**src/rtl/sync_fifo_pkg.sv**
```systemverilog
// Shared types and elaboration-time parameter checks for the single-clock FIFO.
package sync_fifo_pkg;

   typedef struct packed {
      logic full;
      logic empty;
      logic almost_full;
      logic almost_empty;
      logic overflow;
      logic underflow;
   } fifo_status_t;

   function automatic bit depth_is_pow2(input int unsigned depth);
      return (depth >= 2) && ((depth & (depth - 1)) == 0);
   endfunction

   function automatic bit thresh_ok(input int unsigned ae, input int unsigned af,
                                    input int unsigned depth);
      return (ae < af) && (af <= depth);
   endfunction

endpackage

```
**src/rtl/sync_fifo_ram.sv**
```systemverilog
// DEPTH x DATA_WIDTH storage: synchronous write port, asynchronous read port.
module sync_fifo_ram #(
   parameter int unsigned DATA_WIDTH = 8,
   parameter int unsigned DEPTH      = 8,
   parameter int unsigned ADDR_WIDTH = $clog2(DEPTH)
) (
   input  logic                  clk,
   input  logic                  we,
   input  logic [ADDR_WIDTH-1:0] waddr,
   input  logic [DATA_WIDTH-1:0] wdata,
   input  logic [ADDR_WIDTH-1:0] raddr,
   output logic [DATA_WIDTH-1:0] rdata
);

   logic [DATA_WIDTH-1:0] mem [DEPTH];

   always_ff @(posedge clk) begin
      if (we) begin
         mem[waddr] <= wdata;
      end
   end

   assign rdata = mem[raddr];

endmodule

```
**src/rtl/sync_fifo_param.sv**
```systemverilog
// Single-clock parametrised FIFO with count, almost/sticky flags and registered read.
// Define SYNC_FIFO_FWFT_EN for first-word-fall-through output.
module sync_fifo_param
   import sync_fifo_pkg::*;
#(
   parameter int unsigned DATA_WIDTH = 8,
   parameter int unsigned DEPTH      = 8,
   parameter int unsigned PTR_WIDTH  = $clog2(DEPTH),
   parameter int unsigned AF_THRESH  = DEPTH - 2,
   parameter int unsigned AE_THRESH  = 2
) (
   input  logic                  clk,
   input  logic                  rst,
   input  logic                  wr_en,
   input  logic [DATA_WIDTH-1:0] data_in,
   input  logic                  rd_en,
   output logic [DATA_WIDTH-1:0] data_out,
   output logic                  rd_valid,
   output logic                  full,
   output logic                  empty,
   output logic                  almost_full,
   output logic                  almost_empty,
   output logic [PTR_WIDTH:0]    count,
   output logic                  overflow,
   output logic                  underflow
);

   if (!depth_is_pow2(DEPTH)) begin : g_bad_depth
      $error("sync_fifo_param: DEPTH must be a power of two >= 2");
   end
   if (!thresh_ok(AE_THRESH, AF_THRESH, DEPTH)) begin : g_bad_thresh
      $error("sync_fifo_param: need AE_THRESH < AF_THRESH <= DEPTH");
   end

   localparam logic [PTR_WIDTH:0] PtrOne = {{PTR_WIDTH{1'b0}}, 1'b1};
   localparam logic [PTR_WIDTH:0] AfLvl  = AF_THRESH[PTR_WIDTH:0];
   localparam logic [PTR_WIDTH:0] AeLvl  = AE_THRESH[PTR_WIDTH:0];

   logic [PTR_WIDTH:0]    wptr_q, wptr_d, rptr_q, rptr_d;
   logic                  overflow_q, overflow_d, underflow_q, underflow_d;
   logic                  wr_acc, rd_acc;
   logic [PTR_WIDTH:0]    level;
   logic [DATA_WIDTH-1:0] ram_rdata;
   fifo_status_t          status;

   // Flags derive from registered pointers only, so full and empty are never both set.
   always_comb begin
      level               = wptr_q - rptr_q;
      status              = '0;
      status.empty        = (wptr_q == rptr_q);
      status.full         = (wptr_q[PTR_WIDTH] != rptr_q[PTR_WIDTH]) &&
                            (wptr_q[PTR_WIDTH-1:0] == rptr_q[PTR_WIDTH-1:0]);
      status.almost_full  = (level >= AfLvl);
      status.almost_empty = (level <= AeLvl);
      status.overflow     = overflow_q;
      status.underflow    = underflow_q;
   end

   always_comb begin
      wr_acc      = wr_en && !status.full;
      rd_acc      = rd_en && !status.empty;
      wptr_d      = wr_acc ? wptr_q + PtrOne : wptr_q;
      rptr_d      = rd_acc ? rptr_q + PtrOne : rptr_q;
      overflow_d  = overflow_q  || (wr_en && status.full);
      underflow_d = underflow_q || (rd_en && status.empty);
   end

   always_ff @(posedge clk) begin
      if (rst) begin
         wptr_q      <= '0;
         rptr_q      <= '0;
         overflow_q  <= 1'b0;
         underflow_q <= 1'b0;
      end else begin
         wptr_q      <= wptr_d;
         rptr_q      <= rptr_d;
         overflow_q  <= overflow_d;
         underflow_q <= underflow_d;
      end
   end

   sync_fifo_ram #(
      .DATA_WIDTH (DATA_WIDTH),
      .DEPTH      (DEPTH),
      .ADDR_WIDTH (PTR_WIDTH)
   ) u_ram (
      .clk   (clk),
      .we    (wr_acc),
      .waddr (wptr_q[PTR_WIDTH-1:0]),
      .wdata (data_in),
      .raddr (rptr_q[PTR_WIDTH-1:0]),
      .rdata (ram_rdata)
   );

`ifdef SYNC_FIFO_FWFT_EN
   assign data_out = ram_rdata;
   assign rd_valid = !status.empty;
`else
   logic [DATA_WIDTH-1:0] dout_q, dout_d;
   logic                  rd_valid_q;

   always_comb begin
      dout_d = rd_acc ? ram_rdata : dout_q;
   end

   always_ff @(posedge clk) begin
      if (rst) begin
         dout_q     <= '0;
         rd_valid_q <= 1'b0;
      end else begin
         dout_q     <= dout_d;
         rd_valid_q <= rd_acc;
      end
   end

   assign data_out = dout_q;
   assign rd_valid = rd_valid_q;
`endif

   assign full         = status.full;
   assign empty        = status.empty;
   assign almost_full  = status.almost_full;
   assign almost_empty = status.almost_empty;
   assign overflow     = status.overflow;
   assign underflow    = status.underflow;
   assign count        = level;

endmodule

```
**config.mk**
```make
export PLATFORM = sky130hd
export DESIGN_NAME = sync_fifo_param
export DESIGN_NICKNAME = d
export VERILOG_FILES = /design/src/rtl/sync_fifo_pkg.sv /design/src/rtl/sync_fifo_ram.sv /design/src/rtl/sync_fifo_param.sv
export SDC_FILE = /design/constraint.sdc
export NUM_CORES = 1
export LEC_CHECK = 0
export CORE_MARGIN = 2
export CORE_UTILIZATION = 50
export CTS_CLUSTER_DIAMETER = 200
export DETAILED_ROUTE_END_ITERATION = 16
export PLACE_DENSITY_LB_ADDON = 0.08
export SLEW_MARGIN = 20
export SYNTH_ARGS = -nofsm -noshare
export SYNTH_HDL_FRONTEND = slang
export SYNTH_SLANG_ARGS = --single-unit
```
**constraint.sdc**
```tcl
create_clock -name clk -period 7.9 [get_ports clk]
set_clock_uncertainty 0.1 [all_clocks]
set_input_delay 1.975 -clock clk [delete_from_list [all_inputs] [get_ports clk]]
set_output_delay 1.975 -clock clk [all_outputs]
set_load 0.03 [all_outputs]
```
==> impl_results.md <==
- Mapped Cells: 223
- Seq/Total Area, Yosys: 68.0%
- Post-route setup slack: 2980 ps
- Slew HR: 29.5%
- Worst Setup Start Kind: flop
- Core Region: 6460 sq um
- Mapped cell area: 3390 sq um
- Hold path cells: 2
- Xor/xnor share of the synthesized area: 2.51%
- Pins over their slew limit: 0
- Crit Path Max Fanout: 29
- Die span in y: 86.3 microns
- Clock Tree Root: clkbuf_8
- Postcts setup bufs: 0
- DIE AREA: 7450 sq um
- Post-route minimum period: 4920 ps
- Max cap viols: 0
- Critical Path End Type: output port
- TritonCTS Sinks: 83
- Worst skew pair latency: 350 ps
- Number of global-route vias before repair: 1846
- Wirelength, routed: 6370 microns
- N_diodes: 0
- IO Pins: 31
- Hold Fails Final Rpt: 0
- Fin nets: 274
- Post-layout util: 61.5%
- Placer Congestion: 0.805
- Fmax: 0.203 GHz
- CTS tree: done
- Critical Path Slowest Stage Cell: clkdlybuf4s50_1
- Worst min-delay path class: reg2reg
- VDD IR max: 0.142 mV
- First-pass GRT wire length: 9850 microns
- RSZ-0062 raised after global routing: false
- DP Worst Slack: 3340 ps
- Final Cycle Share: 62.2%
- #FFs+latches synth: 83
- YS warnings: 0
- Cell Chain, Critical Path: buf_4 -> inv_1 -> ha_1 -> nor2b_1 -> o21ai_0 -> and3_1 -> o21a_1 -> clkdlybuf4s50_1
- H-tree depth: 3
- Setup violators final: 0
- Wire length per cell: 18.8 microns
- Final Cell Area: 3970 sq um
- Hold endpoint: overflow
- Yosys cell types: 34
- Area Growth Syn to Fin: 17.3%
- Post-DP HPWL: 4060 microns
- Hold_sp: overflow
- TritonRoute pass-1 iters: 4
- Lkg Pwr: 1.31 nW
- # resized after CTS: 0
- Worst Max-Slew Pin Slew: 1050 ps
- CP max stage delay: 660 ps
- CTS clk-pin slew, worst paths: 90 ps
- Worst EP arrival: 2840 ps
- Initial Util: 52.4%
- Placed inst area: 3740 sq um
- Port-buffer cells: 30
- Num CTS Buffers: 9
- Routed via count: 1906
- Num rows: 29
- R2r worst-path depth: 7
- Largest family of logic cells by synthesized area: multiplexers
- Synth Area in Compound Gates: 6.54%
- Syn nets: 241
- Outcome: complete, no violations
- Post-Synth Simple-Gate Area: 6.91%
- GRT overflow: 0
- Reg2reg end: u_ram.mem[4][5]
- Pwr Density: 263 nW/um^2
- Worst reg2reg path startpoint: rptr_q[1]
- Die Wd: 86.3 microns
- Syn Area/Cell: 15.2 sq um
- Antenna Violating Nets Remaining: 0
- Reg-to-reg slack, setup: 4730 ps
- Initial DRC count: 77
- Mux share of post-synthesis cell area: 10.9%
- Req. time, crit path: 5830 ps
- Routed vias/inst: 5.64
- Layout cell share with drive strength beyond 1: 11.5%
- Gr usage total: 18.6%
- Synth Area in Adders: 2.44%
- Clk buf depth: 2
- Largest net degree at the start of global routing: 30
- Final TNS setup: 0 ps
- Fill cells: 514
- DRC viols: 0
- CTS Hold Buffers Added: 0
- Initial antenna violation count: 0
- WS Path Type: reg2out
## state kept, by name (all words and copies together), names as in the netlist
name and count:
underflow 1, rd_valid 1, rptr_q 4, wptr_q 4, u_ram.mem 64, overflow 1, data_out 8
## worst max-delay path by stage
stage | startpoint | end | slack (ps) | depth (start not counted)
2_1_floorplan | rptr_q[1] | almost_full | 3530 | 9
3_3_place_gp | rptr_q[1] | almost_empty | 3400 | 8
3_5_place_dp | rptr_q[1] | almost_empty | 3340 | 8
4_1_cts | rptr_q[1] | almost_empty | 2940 | 8
5_1_grt | rptr_q[1] | almost_full | 2710 | 8
6_report | rptr_q[1] | almost_empty | 2980 | 8
## stage by stage
step | std cells | total power, mW | hold slack (ps)
6_report | 338 | 1.04 | 378
4_1_cts | 338 | 1.05 | 386
2_1_floorplan | 223 | 0.639 | 367
3_3_place_gp | 322 | 0.712 | 351
5_1_grt | 338 | 1.09 | 412
3_5_place_dp | 322 | 0.714 | 366
## cell usage in the layout, fill, tap and decap left out, types with 4 or more instances in the layout
cell type and count:
clkdlybuf4s50_1 30, o22ai_1 8, mux4_1 5, ha_1 5
a211oi_1 8, nor3_1 9, xnor2_1 4, nand2_1 6
a21oi_1 6, nor2_1 25, edfxtp_1 64, clkbuf_8 9
inv_1 7, dfxtp_1 19, mux2i_1 17
## cell type report
cell class	instances	area, sq um	share of cell area, %
Clock buffer	9	124	3.12
Clock inverter	7	106	2.68
Inverter	7	26.3	0.662
Multi-Input combinational cell	123	1000	25.2
Sequential cell	83	2300	58.0
Tap cell	77	96.3	2.43
Timing Repair Buffer	32	315	7.94
## power breakdown
part / internal [mW] / total (mW) / switching [mW]
registers: 0.488 / 0.502 / 0.0138
logic: 0.0812 / 0.201 / 0.120
clock network: 0.184 / 0.342 / 0.158
## synthesized netlist by cell type
library cell | number | area, sq um
edfxtp_1 | 64 | 1920
buf_1 | 2 | 7.51
or2_2 | 2 | 12.5
inv_1 | 7 | 26.3
buf_2 | 1 | 5.00
o21ai_2 | 2 | 17.5
dfxtp_1 | 19 | 380
mux4_2 | 3 | 67.6
buf_6 | 2 | 22.5
nor2b_1 | 1 | 6.26
xnor2_2 | 1 | 16.3
mux2i_1 | 17 | 170
fa_1 | 1 | 20.0
nor2_1 | 25 | 93.8
xor2_2 | 1 | 16.3
a21oi_1 | 7 | 35.0
nor3_1 | 10 | 50.1
o22ai_1 | 8 | 50.1
a21boi_4 | 1 | 18.8
a211oi_1 | 8 | 60.1
clkbuf_1 | 4 | 15.0
o21a_1 | 1 | 7.51
nand3_1 | 1 | 5.00
and3_1 | 3 | 18.8
nand4_1 | 1 | 6.26
nand2_1 | 6 | 22.5
o211ai_1 | 3 | 22.5
xnor2_1 | 4 | 35.0
xor2_1 | 2 | 17.5
mux4_1 | 5 | 131
buf_8 | 1 | 15.0
nand2b_1 | 3 | 18.8
o21ai_0 | 2 | 10.0
ha_1 | 5 | 62.6
## layer usage
layer  part of all wire [%]  vias up  global-route usage, %
li1                       -      912                      -
met1                     42      937                   23.3
met2                     52       51                   31.6
met3                    6.2        6                   5.52
met4                   0.69        0                   4.97
met5                      0        -                      0
## cells by family after synthesis
family / Yosys count
AND/OR/NAND/NOR: 52
multiplexers: 25
buffers and inverters: 17
AO/OA/AOI/OAI: 32
flip-flops: 83
XOR/XNOR: 8
adder cells (fa/ha/maj): 6
## worst max-delay path: cells and delay by family, from the launching register on
| kind | cells | cell delay (ps) |
|---|---|---|
| buf+inv | 3 | 1190 |
| compound gates | 2 | 280 |
| flops | 1 | 320 |
| fa+ha+maj | 1 | 330 |
| simple gates | 2 | 340 |
Power figures use the tool's default switching activity.
